[config.mk]
export PLATFORM = sky130hd
export DESIGN_NAME = psg_multi
export DESIGN_NICKNAME = d
export VERILOG_FILES = /design/src/rtl/psg_multi.sv
export SDC_FILE = /design/constraint.sdc
export NUM_CORES = 1
export LEC_CHECK = 0
export CAP_MARGIN = 20
export CORE_ASPECT_RATIO = 1.75
export CORE_UTILIZATION = 45
export CTS_CLUSTER_DIAMETER = 200
export DETAILED_ROUTE_END_ITERATION = 8
export PLACE_DENSITY = 0.7
export SLEW_MARGIN = 30
export SYNTH_ARGS = -nofsm -noshare
export SYNTH_HDL_FRONTEND = slang
export SYNTH_SLANG_ARGS = --single-unit
[constraint.sdc]
create_clock -name CLK -period 7.2 [get_ports CLK]
set_input_delay 1.8 -clock CLK [delete_from_list [all_inputs] [get_ports CLK]]
set_output_delay 1.8 -clock CLK [all_outputs]
set_load 0.02 [all_outputs]
[src/rtl/psg_multi.sv]
// psg_multi: CHANNELS square-wave tone channels, shared 17-bit LFSR noise and 32-step envelope.
// Optional feature macro PSG_MIX_EN builds the registered summed MIX output; otherwise MIX is 0.
module psg_multi #(
  parameter int CHANNELS = 3,
  parameter int TONE_W   = 12,
  parameter int ADDR_W   = $clog2(4*CHANNELS+4)
) (
  input  logic                            CLK,
  input  logic                            RESET,
  input  logic                            CE,
  input  logic                            WR,
  input  logic [ADDR_W-1:0]               ADDR,
  input  logic [7:0]                      DI,
  output logic [7:0]                      DO,
  output logic [8*CHANNELS-1:0]           CH_OUT,
  output logic [8+$clog2(CHANNELS+1)-1:0] MIX
);
  localparam int G     = 4*CHANNELS;
  localparam int MIX_W = 8+$clog2(CHANNELS+1);
  localparam logic [7:0] LOG_TAB [32] = '{
    8'h00, 8'h01, 8'h01, 8'h02, 8'h02, 8'h03, 8'h03, 8'h04,
    8'h06, 8'h07, 8'h09, 8'h0a, 8'h0c, 8'h0e, 8'h11, 8'h13,
    8'h17, 8'h1b, 8'h20, 8'h25, 8'h2c, 8'h35, 8'h3e, 8'h47,
    8'h54, 8'h66, 8'h77, 8'h88, 8'ha1, 8'hc0, 8'he0, 8'hff};

  logic [TONE_W-1:0]   period   [CHANNELS];
  logic [6:0]          ctrl     [CHANNELS];
  logic [4:0]          noise_per;
  logic [15:0]         env_per;
  logic [3:0]          env_shape;
  logic [2:0]          presc;
  logic                half;
  logic [TONE_W-1:0]   tone_cnt [CHANNELS];
  logic [TONE_W-1:0]   tone_lim [CHANNELS];
  logic [CHANNELS-1:0] tone_op;
  logic [4:0]          noise_cnt, noise_lim;
  logic [16:0]         poly;
  logic [15:0]         env_cnt, env_lim;
  logic [4:0]          env_vol;
  logic                env_hold, env_up, env_end;
  logic                tick, ntick;
  logic [CHANNELS-1:0] wr_lo, wr_hi, wr_ctrl, gate;
  logic                wr_np, wr_elo, wr_ehi, wr_shape;
  logic [4:0]          lvl_idx  [CHANNELS];
  logic [7:0]          lvl      [CHANNELS];

  // Bus: WR is a one-cycle write strobe with no ready; every strobe is accepted, every cycle if needed.
  always_comb begin
    wr_lo   = '0;
    wr_hi   = '0;
    wr_ctrl = '0;
    for (int c = 0; c < CHANNELS; c++) begin
      wr_lo[c]   = WR && (ADDR == ADDR_W'(4*c));
      wr_hi[c]   = WR && (ADDR == ADDR_W'(4*c+1));
      wr_ctrl[c] = WR && (ADDR == ADDR_W'(4*c+2));
    end
    wr_np    = WR && (ADDR == ADDR_W'(G));
    wr_elo   = WR && (ADDR == ADDR_W'(G+1));
    wr_ehi   = WR && (ADDR == ADDR_W'(G+2));
    wr_shape = WR && (ADDR == ADDR_W'(G+3));
  end

  always_comb begin
    DO = 8'h00;
    for (int c = 0; c < CHANNELS; c++) begin
      if (ADDR == ADDR_W'(4*c))   DO = period[c][7:0];
      if (ADDR == ADDR_W'(4*c+1)) DO = 8'(period[c][TONE_W-1:8]);
      if (ADDR == ADDR_W'(4*c+2)) DO = {1'b0, ctrl[c]};
    end
    if (ADDR == ADDR_W'(G))   DO = {3'b000, noise_per};
    if (ADDR == ADDR_W'(G+1)) DO = env_per[7:0];
    if (ADDR == ADDR_W'(G+2)) DO = env_per[15:8];
    if (ADDR == ADDR_W'(G+3)) DO = {4'h0, env_shape};
  end

  always_ff @(posedge CLK or posedge RESET) begin
    if (RESET) begin
      for (int c = 0; c < CHANNELS; c++) begin
        period[c] <= '0;
        ctrl[c]   <= '0;
      end
      noise_per <= '0;
      env_per   <= '0;
      env_shape <= '0;
    end else begin
      for (int c = 0; c < CHANNELS; c++) begin
        if (wr_lo[c])   period[c][7:0]        <= DI;
        if (wr_hi[c])   period[c][TONE_W-1:8] <= DI[TONE_W-9:0];
        if (wr_ctrl[c]) ctrl[c]               <= DI[6:0];
      end
      if (wr_np)    noise_per     <= DI[4:0];
      if (wr_elo)   env_per[7:0]  <= DI;
      if (wr_ehi)   env_per[15:8] <= DI;
      if (wr_shape) env_shape     <= DI[3:0];
    end
  end

  // Compare limits: a period of 0 behaves like a period of 1.
  always_comb begin
    for (int c = 0; c < CHANNELS; c++)
      tone_lim[c] = (period[c] == '0) ? '0 : period[c] - TONE_W'(1);
    noise_lim = (noise_per == 5'd0) ? 5'd0 : noise_per - 5'd1;
    env_lim   = (env_per == 16'd0) ? 16'd0 : env_per - 16'd1;
    tick      = CE && (presc == 3'd0);
    ntick     = tick && half;
    env_end   = env_up ? (env_vol == 5'd31) : (env_vol == 5'd0);
  end

  always_ff @(posedge CLK or posedge RESET) begin
    if (RESET) begin
      presc     <= '0;
      half      <= 1'b0;
      for (int c = 0; c < CHANNELS; c++) tone_cnt[c] <= '0;
      tone_op   <= '0;
      noise_cnt <= '0;
      poly      <= 17'h00001;
      env_cnt   <= '0;
      env_vol   <= '0;
      env_hold  <= 1'b1;
      env_up    <= 1'b0;
    end else begin
      if (CE) presc <= (presc == 3'd0) ? 3'd7 : presc - 3'd1;
      if (tick) half <= ~half;
      // A period-high write restarts the channel phase and beats any coincident fire.
      for (int c = 0; c < CHANNELS; c++) begin
        if (wr_hi[c]) begin
          tone_cnt[c] <= '0;
          tone_op[c]  <= 1'b1;
        end else if (tick) begin
          if (tone_cnt[c] >= tone_lim[c]) begin
            tone_cnt[c] <= '0;
            tone_op[c]  <= ~tone_op[c];
          end else begin
            tone_cnt[c] <= tone_cnt[c] + TONE_W'(1);
          end
        end
      end
      if (ntick) begin
        if (noise_cnt >= noise_lim) begin
          noise_cnt <= '0;
          poly      <= {poly[0] ^ poly[3], poly[16:1]};
        end else begin
          noise_cnt <= noise_cnt + 5'd1;
        end
      end
      if (wr_shape) begin
        env_cnt  <= '0;
        env_hold <= 1'b0;
        env_up   <= DI[2];
        env_vol  <= DI[2] ? 5'd0 : 5'd31;
      end else if (tick) begin
        if (env_cnt >= env_lim) begin
          env_cnt <= '0;
          if (!env_hold) begin
            if (!env_end) begin
              env_vol <= env_up ? env_vol + 5'd1 : env_vol - 5'd1;
            end else if (!env_shape[3]) begin
              env_hold <= 1'b1;
              env_vol  <= 5'd0;
            end else if (env_shape[0]) begin
              env_hold <= 1'b1;
              env_vol  <= (env_shape[2] ^ env_shape[1]) ? 5'd31 : 5'd0;
            end else if (env_shape[1]) begin
              env_up  <= ~env_up;
              env_vol <= env_up ? 5'd30 : 5'd1;
            end else begin
              env_vol <= env_up ? 5'd0 : 5'd31;
            end
          end
        end else begin
          env_cnt <= env_cnt + 16'd1;
        end
      end
    end
  end

  always_comb begin
    gate = '0;
    for (int c = 0; c < CHANNELS; c++) begin
      gate[c]    = (ctrl[c][5] | tone_op[c]) & (ctrl[c][6] | poly[0]);
      lvl_idx[c] = ctrl[c][4] ? env_vol : {ctrl[c][3:0], ctrl[c][3]};
    end
  end

  always_ff @(posedge CLK or posedge RESET) begin
    if (RESET) begin
      for (int c = 0; c < CHANNELS; c++) lvl[c] <= 8'h00;
    end else begin
      for (int c = 0; c < CHANNELS; c++) lvl[c] <= gate[c] ? LOG_TAB[lvl_idx[c]] : 8'h00;
    end
  end

  always_comb begin
    CH_OUT = '0;
    for (int c = 0; c < CHANNELS; c++) CH_OUT[8*c +: 8] = lvl[c];
  end

`ifdef PSG_MIX_EN
  logic [MIX_W-1:0] mix_sum;
  always_comb begin
    mix_sum = '0;
    for (int c = 0; c < CHANNELS; c++) mix_sum = mix_sum + MIX_W'(lvl[c]);
  end
  always_ff @(posedge CLK or posedge RESET) begin
    if (RESET) MIX <= '0;
    else       MIX <= mix_sum;
  end
`else
  assign MIX = '0;
`endif
endmodule

==> metrics.txt <==
outcome complete, no violations; clk sinks 194; Crit Path Class input pin to primary output; post-synthesis compound-gate area fraction 0.1402; Remaining DRCs 0; Worst Setup End Kind primary output; final hold vios 0; Synth Warn # 0; initial antenna violation count 1; minimum hold slack 502.6 ps; most used flip-flop cell after synthesis dfrtp_1; xor and xnor area share after synthesis 0.04827; startpoint types input pin; R2R cell count 11; Seq cells post-synth 194; Sw Ratio 0.4025; Synth Instances 1,353; clk_skew 8.863 ps; reg2reg start period[13]; Final Max Tran Viols 0; Initial Util 0.4558; vias per inst 5.757; hpwl dp 24,870 um; Die H 224.3 um; Async SR Flop Fraction 1.000; First-pass DRT Iterations 7; largest family of logic cells by synthesized area simple AND/OR/NAND/NOR gates; final wirelength 32,620 um; highest clock rate 153.4 MHz; Synth-to-Final Area Change 10.43%; number of synthesized flops with an enable pin 0; post-DR wirelength/cell 18.41 um; Slew headroom 0.4161; CTS H-tree lvls 4; Worst-Margin Slew 867.9 ps; first-pass GRT wire length 52,180 um; post-synthesis simple-gate area fraction 0.1772; fill count 2,623; Synth area leader dfrtp_1; setup_tns 0 ps; Clock Path Buffers 2; routability congestion estimate 0.9311; Post-synth top cells dfrtp_1 (192), nand2_1 (163), nor2_1 (131); CTS resizes 0; flop2flop setup slack 3080 ps; Setup Fix Bufs, Post-CTS 0; CTS Root Cell clkbuf_16; CTS Hold Buffers Added 0; grt total ovfl 0; hold path start poly[6]; top-count cell post-synth dfrtp_1; power per standard cell area 300.5 nW/um2; Hold Path Cell Cnt 1; mean post-synth cell area 9.388 um2; worst r2r dst tone_op[1]; combinational share of power 0.397; clock power share 0.217; Diodes inserted 0; Tcrit/Tclk final 0.9052; CP startpoint ADDR[1]; largest fanout on the critical path 20; port bufs 47; WP data required 5400 ps; fin crit period 6517 ps; Die Width 129 um; Pint 2.518 mW; 1st-iter DRT viols 605; Synth Area in Adders 0.09909; Netlist cell types 76; ranking of synthesized cells by area dfrtp_1 (38%), ha_1 (9.8%), mux2_2 (9.5%); CTS tree yes; largest net degree at the start of global routing 97; post-synth design cell area 12,700 um2; Leak Pwr 6.301 nW; Final ANT Viol Nets 0; Worst Hold Class register to register; routed vias 10,201; Rows 81; CP arrival 4720 ps; die area 28,930 um2; CTS clock-pin slew for the worst setup and hold paths 80 ps; Sw Pwr 1.697 mW; number of max-cap violations 0; top cell type's share of synthesized area 0.3783; io pins 58; nets@finish 1,502; Core ar. 27,870 um2; total track usage 0.2366; CTS Buf Count 17; layout cells sized above 1 0.1229; worst-skew pair later-pin latency 450 ps; RSZ-0062 raised after global routing false; Seq/Total Area, Yosys 0.3824; multiplexer area fraction after synthesis 0.1175; Seq pwr share 0.386; vias in the first global route 9,782; Tot Pwr 4.215 mW; Final setup viols 0; worst vdd ir 0.1831 mV; WHS Endpoint poly[5]
## through the flow
step / cell area, um2 / cells / util / setup WS, ps
after floorplan: 12740 / 1362 / - / 119.4
after global placement: 13470 / 1740 / 0.4832 / 782.1
after detailed placement: 13470 / 1740 / 0.4834 / 734.4
after CTS: 14030 / 1772 / 0.5033 / 729.3
after global routing: 14030 / 1772 / 0.5033 / 575.3
final: 14030 / 1772 / 0.5033 / 682.6
## sequential cells by signal, summed over array words and instances, names as in the netlist
signal and count:
ctrl 21, env_vol 5, half 1, env_shape 4
env_up 1, env_hold 1, tone_op 3, noise_per 5
period 36, env_per 16, env_cnt 16, noise_cnt 5
CH_OUT 24, tone_cnt 36, presc 3, poly 17
## routing by layer
metal / routed length [um] / part of all wire / track usage / up-vias
met2: 17660 / 0.54 / 0.4410 / 233
met3: 1044 / 0.032 / 0.03687 / 76
li1: - / - / - / 4896
met4: 1709 / 0.052 / 0.1283 / 2
met5: 13 / 0.00040 / 0 / -
met1: 12190 / 0.37 / 0.2497 / 4994
## critical path, cell delays in order
cell	delay, ps
clkdlybuf4s50_1	1010
buf_4	310
nand2_1	70
a2bb2oi_1	130
o32a_1	190
o22ai_1	200
a21oi_1	130
o22ai_1	210
clkdlybuf4s50_1	660
## power by group through the flow
stage | clock, mW | sequential (mW) | combinational (mW)
floorplan | 0 | 1.53 | 1.28
global placement | 0 | 1.63 | 1.61
detailed placement | 0 | 1.64 | 1.66
CTS | 0.940 | 1.62 | 1.67
global route | 0.983 | 1.66 | 1.89
finish | 0.915 | 1.63 | 1.67
## cells by family after synthesis
family                     count (synthesis)
AOI/OAI and AO/OA                        284
xor gates and xnor gates                  70
adders and majority gates                100
buffers and inverters                     93
DFF                                      194
muxes                                    132
other                                      1
and+or+nand+nor                          479
## worst max-delay path by stage
stage,end,slack [ps],depth (start not counted)
floorplan,CH_OUT[0],120,1
global placement,DO[2],780,7
detailed placement,DO[1],730,9
CTS,DO[1],730,9
global route,DO[5],580,8
finish,DO[1],680,9
## layout by cell type, fill, tap and decap left out, types with 7 or more instances in the layout
cell             count
nor4_1               9
o21a_1               8
nor2_1             131
nand4_1             14
nand3_1             28
o22ai_1             11
a211oi_1            13
clkdlybuf4s50_1     47
conb_1              10
nand2b_1            15
mux2i_1             21
o21ai_0             73
a21oi_1             88
a22oi_1              9
nor2b_1             23
dfrtp_1            192
xnor2_1             36
ha_1                99
clkbuf_16           17
buf_4               11
a31oi_1              7
a21o_1              17
inv_1               39
a22o_1               7
mux2_2             107
or3_1               16
nand2_1            163
nor3_1              38
xor2_1              34
## cell type report
cell class	count	area (um2)	share of cell area
Clock inverter	14	116.4	0.008295
Multi-Input combinational cell	1075	7437	0.5302
Inverter	40	157.7	0.01124
Timing Repair Buffer	58	553.0	0.03943
Sequential cell	194	4857	0.3463
Tap cell	373	466.7	0.03327
Clock buffer	18	439.2	0.03131
No activity file was read; power rests on OpenSTA's default activity.
